File: config.mk
export PLATFORM = sky130hd
export DESIGN_NAME = neighbour_scanner
export DESIGN_NICKNAME = d
export VERILOG_FILES = /design/src/rtl/neighbour_scanner.sv
export SDC_FILE = /design/constraint.sdc
export NUM_CORES = 1
export LEC_CHECK = 0
export ABC_AREA = 1
export BUFFER_PORTS_ARGS = -buffer_cell sky130_fd_sc_hd__buf_2
export CAP_MARGIN = 30
export CORE_MARGIN = 8
export CORE_UTILIZATION = 55
export DETAILED_ROUTE_END_ITERATION = 10
export HOLD_SLACK_MARGIN = 0.15
export PLACE_DENSITY = 0.72
export SYNTH_ARGS = -nofsm -noshare
export SYNTH_HDL_FRONTEND = slang
export SYNTH_SLANG_ARGS = --single-unit
File: constraint.sdc
create_clock -name clk -period 3.2 [get_ports clk]
set_clock_uncertainty 0.1 [all_clocks]
set_input_delay 0.48 -clock clk [delete_from_list [all_inputs] [get_ports clk]]
set_output_delay 0.48 -clock clk [all_outputs]
set_load 0.05 [all_outputs]
File: src/rtl/neighbour_scanner.sv
// Game of Life neighbour scanner: loads a board serially, then streams centre + 8 neighbours per cell.
// Optional toroidal wrap-around enabled by defining NEIGHBOUR_WRAP_EN (default: dead border).
module neighbour_scanner #(
  parameter int unsigned ROWS = 8,
  parameter int unsigned COLS = 8
) (
  input  logic                    clk,
  input  logic                    rst,
  input  logic                    in_valid,
  output logic                    in_ready,
  input  logic                    in_cell,
  output logic                    out_valid,
  input  logic                    out_ready,
  output logic [$clog2(ROWS)-1:0] out_row,
  output logic [$clog2(COLS)-1:0] out_col,
  output logic                    out_center,
  output logic [7:0]              out_neighbours,
  output logic                    out_last
);

  localparam int unsigned RW    = $clog2(ROWS);
  localparam int unsigned CW    = $clog2(COLS);
  localparam int unsigned NCELL = ROWS * COLS;
  localparam int unsigned IW    = $clog2(NCELL);

  typedef enum logic {LOAD = 1'b0, SCAN = 1'b1} state_e;

  state_e            state_q, state_d;
  logic [RW-1:0]     row_q, row_d;
  logic [CW-1:0]     col_q, col_d;
  logic [NCELL-1:0]  board_q, board_d;
  logic              at_end;
  logic              load_fire;
  logic              scan_fire;
  logic [IW-1:0]     cur_idx;
  logic [7:0]        nbr;

  // Reads board cell (r, c); indices may be one step outside the board.
  function automatic logic cell_at(input logic [NCELL-1:0] b, input int r, input int c);
    int   rr;
    int   cc;
    logic v;
    rr = r;
    cc = c;
    v  = 1'b0;
`ifdef NEIGHBOUR_WRAP_EN
    if (rr < 0) rr = int'(ROWS) - 1;
    else if (rr >= int'(ROWS)) rr = 0;
    if (cc < 0) cc = int'(COLS) - 1;
    else if (cc >= int'(COLS)) cc = 0;
    v = b[IW'(rr * int'(COLS) + cc)];
`else
    if (rr >= 0 && rr < int'(ROWS) && cc >= 0 && cc < int'(COLS))
      v = b[IW'(rr * int'(COLS) + cc)];
`endif
    return v;
  endfunction

  assign at_end    = (row_q == RW'(ROWS - 1)) && (col_q == CW'(COLS - 1));
  assign load_fire = in_valid & in_ready;
  assign scan_fire = out_valid & out_ready;
  assign cur_idx   = IW'(int'(row_q) * int'(COLS) + int'(col_q));

  // State register
  always_ff @(posedge clk) begin
    if (rst) state_q <= LOAD;
    else     state_q <= state_d;
  end

  // Next-state logic: phase flips on the handshake of the final cell
  always_comb begin
    state_d = state_q;
    case (state_q)
      LOAD:    if (load_fire && at_end) state_d = SCAN;
      SCAN:    if (scan_fire && at_end) state_d = LOAD;
      default: state_d = LOAD;
    endcase
  end

  // FSM outputs, forced low while reset is asserted
  always_comb begin
    in_ready  = 1'b0;
    out_valid = 1'b0;
    if (!rst) begin
      case (state_q)
        LOAD:    in_ready  = 1'b1;
        SCAN:    out_valid = 1'b1;
        default: ;
      endcase
    end
  end

  // Raster counters and board write
  always_comb begin
    row_d   = row_q;
    col_d   = col_q;
    board_d = board_q;
    if (load_fire) board_d[cur_idx] = in_cell;
    if (load_fire || scan_fire) begin
      if (at_end) begin
        row_d = '0;
        col_d = '0;
      end else if (col_q == CW'(COLS - 1)) begin
        col_d = '0;
        row_d = row_q + RW'(1);
      end else begin
        col_d = col_q + CW'(1);
      end
    end
  end

  always_ff @(posedge clk) begin
    if (rst) begin
      row_q   <= '0;
      col_q   <= '0;
      board_q <= '0;
    end else begin
      row_q   <= row_d;
      col_q   <= col_d;
      board_q <= board_d;
    end
  end

  // Neighbour vector, bit k follows the fixed compass order around (r, c)
  always_comb begin
    nbr[0] = cell_at(board_q, int'(row_q) - 1, int'(col_q) - 1);
    nbr[1] = cell_at(board_q, int'(row_q) - 1, int'(col_q));
    nbr[2] = cell_at(board_q, int'(row_q) - 1, int'(col_q) + 1);
    nbr[3] = cell_at(board_q, int'(row_q),     int'(col_q) - 1);
    nbr[4] = cell_at(board_q, int'(row_q),     int'(col_q) + 1);
    nbr[5] = cell_at(board_q, int'(row_q) + 1, int'(col_q) - 1);
    nbr[6] = cell_at(board_q, int'(row_q) + 1, int'(col_q));
    nbr[7] = cell_at(board_q, int'(row_q) + 1, int'(col_q) + 1);
  end

  assign out_row        = out_valid ? row_q : '0;
  assign out_col        = out_valid ? col_q : '0;
  assign out_center     = out_valid & board_q[cur_idx];
  assign out_neighbours = out_valid ? nbr : 8'h00;
  assign out_last       = out_valid & at_end;

endmodule
==> key figures <==
Min path
  • Min-delay worst type: flip-flop to flip-flop
  • Worst hold endpoint: board_q[48]$_SDFFE_PP0P_
  • Hold Path Origin: board_q[48]$_SDFFE_PP0P_
  • Hold Crit Depth: 2

Global routing
  • GRT Util Overall: 0.314
  • Global-route wire length before repair: between 30000 and 40000 um
  • Pin count of the biggest net entering global routing: between 70 and 80
  • Initial antenna violation count: 0
  • Number of global-route vias before repair: 5800
  • Grt ovf: 0

Placed design
  • Cell Count Post-Placement: 1055
  • # port buffers: 22
  • Placer congestion estimate: 1.01
  • HPWL Detailed: approximately 15000 um

Power and ir drop
  • Power per Cell Area: about 360 nW/um^2
  • Combinational power share: 0.258
  • Clock power frac: 0.340
  • Switching portion of total power: 0.348
  • Leak: around 2.6 nW
  • P_sw: 0.774 mW
  • Maximum VDD drop: roughly 250 uV
  • P_int: about 1.5 mW
  • PnR Total Power: ~2.2 mW
  • Sequential share of power: 0.402

Synth
  • EDFF count, synth: 0
  • Synth area leader: dfxtp_1
  • Post-synth net total: between 900 and 1000
  • Post-synth top flop: dfxtp_1
  • Yosys warning count: 0
  • #FFs+latches synth: 71
  • Synth area leaders: dfxtp_1, nand2_1, nand3_1
  • Synth cell types: 34
  • Post-synthesis cell area: 5620 um^2
  • Mapped Cells: around 920
  • FFs w/ async S/R, synth: 0
  • Seq/Total Area, Yosys: 0.253
  • Share of Yosys cell area claimed by the top area cell type: 0.253
  • Mean post-synth cell area: 6.09 um^2

Critical path
  • Slowest CP cell: ha_1
  • Delay-heaviest family, CP: buffers and inverters
  • CP bufs+invs: 3
  • Critical-path cell list: buf_4 > ha_1 > ha_1 > buf_4 > nand3_1 > nand3_1 > nand2_1 > o21ai_1 > nor2_1 > nor2_1 > buf_4
  • R2r endpoint: board_q[61]$_SDFFE_PP0P_
  • Critical path launch point type: flip-flop
  • Reg-to-reg startpoint: row_q[2]$_SDFFE_PP0P_
  • Cell repeated most along the worst path: buf_4
  • CP peak stage delay: about 0.37 ns
  • Setup crit end kind: primary output
  • Reg2reg path depth: 6
  • Worst path arrival time: 2.54 ns
  • Crit path required time: between 2 and 3 ns
  • Reg-to-reg slack, setup: 1.07 ns
  • Worst-path maximum fanout: 8
  • Critical path class: flip-flop to primary output

Cells and area
  • Layout Nets: 952
  • Final non-filler cell total: 1072
  • Share of cells above drive strength 1: 0.137
  • Register area: approximately 1400 um^2
  • Area delta synth->final: 10.2%
  • Multi-input logic area: about 3700 um^2
  • Most common cell after layout, fill and taps aside: nand2_1
  • Commonest non-fill, non-tap cells in the layout: nand2_1, nand3_1, nor3_1
  • ANT cells: 0
  • # fillers: 1021

Clocking
  • CTS Buf Count: 9
  • Worst-skew pair later-pin latency: 0.37 ns
  • H-tree Lvls: 3
  • Reg clk slew, reported paths: 0.09 ns
  • CTS tree: done
  • Clock tree buffer depth: 2
  • CTS root buffer: clkbuf_8
  • CTS Sinks: slightly above 70

Drt
  • Vias post-DR: about 6600
  • Iter 0 DRT Violations: 770
  • Drt drc: 0
  • TritonRoute pass-1 iters: 6
  • Detail Route Antenna Nets: 0
  • Final wirelength: ~21000 um
  • Vias per cell: 6.15
  • WL per Instance: 19.4 um

Timing
  • Final-report hold violation count: 0
  • Final Setup Violations: 0
  • Rel. slew slack: 0.459
  • Worst Max-Slew Pin Slew: approximately 0.81 ns
  • Max-slew violations: 0
  • Setup TNS: 0 ns
  • RSZ-0062 raised after global routing: false
  • Fmax: approximately 320 MHz
  • Final worst path period share: 0.976
  • Final Critical Period: 3.12 ns

Job
  • Max_cap viols: 0

Status
  • Status: finished clean

Floorplan
  • Initial Util: 0.555
  • Core Rows: 37
  • I/O pin count: 23
  • Die span in y: 117 um
  • Die footprint: roughly 14000 um^2
  • Core area: slightly above 10000 um^2
  • Die X: approximately 120 um
## final cells by class
type                    count  share of cell area
clock inverters             5             0.00949
repair buffers             52              0.0660
well taps                 136              0.0275
inverters                  62              0.0410
multi-input cells         736               0.604
flip-flops and latches     71               0.230
clock buffers              10              0.0222
## metrics by stage
step	hold slack [ns]	instance area (um^2)	util	setup WS (ns)
5_1_grt	0.423	6200	0.611	0.00429
3_3_place_gp	0.373	5820	0.574	0.357
2_1_floorplan	0.359	5630	-	0.00699
4_1_cts	0.395	6050	0.597	-0.00475
6_report	0.396	6200	0.611	0.0758
3_5_place_dp	0.383	5840	0.576	0.357
## synth_stat cells (15+ instances only)
cell and count:
o21ai_0 24, a21oi_1 75, nand2_1 273, nor3_1 87
buf_2 23, o211ai_1 16, inv_1 42, inv_2 15
nand3_1 158, nor2_1 31, clkbuf_1 21, dfxtp_1 71
## kinds of logic (layout without fill, tap and decap cells)
group	count (synthesis)	in the layout	synth area share
adders and majority gates	15	15	0.0347
xor gates and xnor gates	12	12	0.0220
buffers and inverters	117	129	0.0963
AOI/OAI and AO/OA	129	129	0.126
DFF	71	71	0.253
and+or+nand+nor	580	580	0.468
## metal layers
metal / wire length [um] / up-vias / track usage
li1: - / 3120 / -
met1: 8660 / 3021 / 0.421
met2: 9200 / 389 / 0.476
met3: 2180 / 58 / 0.0580
met4: 789 / 0 / 0.148
met5: 0 / - / 0
## tightest hold or removal path, stage by stage (launching register included)
cell and delay, ns:
dfxtp_1 0.33, o21ai_0 0.07, a21oi_1 0.06
## how the worst max path moves through the flow
stage,start,to,depth (start not counted)
2_1_floorplan,col_q[0]$_SDFFE_PP0P_,out_neighbours[2],15
3_3_place_gp,col_q[0]$_SDFFE_PP0P_,out_neighbours[0],12
3_5_place_dp,col_q[0]$_SDFFE_PP0P_,out_neighbours[0],12
4_1_cts,col_q[0]$_SDFFE_PP0P_,out_neighbours[3],13
5_1_grt,col_q[0]$_SDFFE_PP0P_,out_neighbours[6],13
6_report,col_q[1]$_SDFFE_PP0P_,out_neighbours[7],11
## what timing repair did
action                                 CTS  global route
endpoints found under the hold margin    0             0
buffers inserted                         0             2
setup endpoints to repair                7             8
cloned                                   0             0
hold buffers                             0             0
gates resized for setup                  7            34
pin swaps                                0             2
## state kept, by name, indices dropped and copies added (netlist names)
register and cells:
col_q 3, board_q 64, row_q 3, state_q 1
## power by group through the flow
stage	registers (mW)	logic [mW]	clock network (mW)
after detailed placement	0.914	0.521	0
after global routing	0.895	0.624	0.794
after CTS	0.893	0.526	0.762
after global placement	0.914	0.511	0
final	0.894	0.574	0.757
after floorplan	0.912	0.399	0
Power figures use the tool's default switching activity.
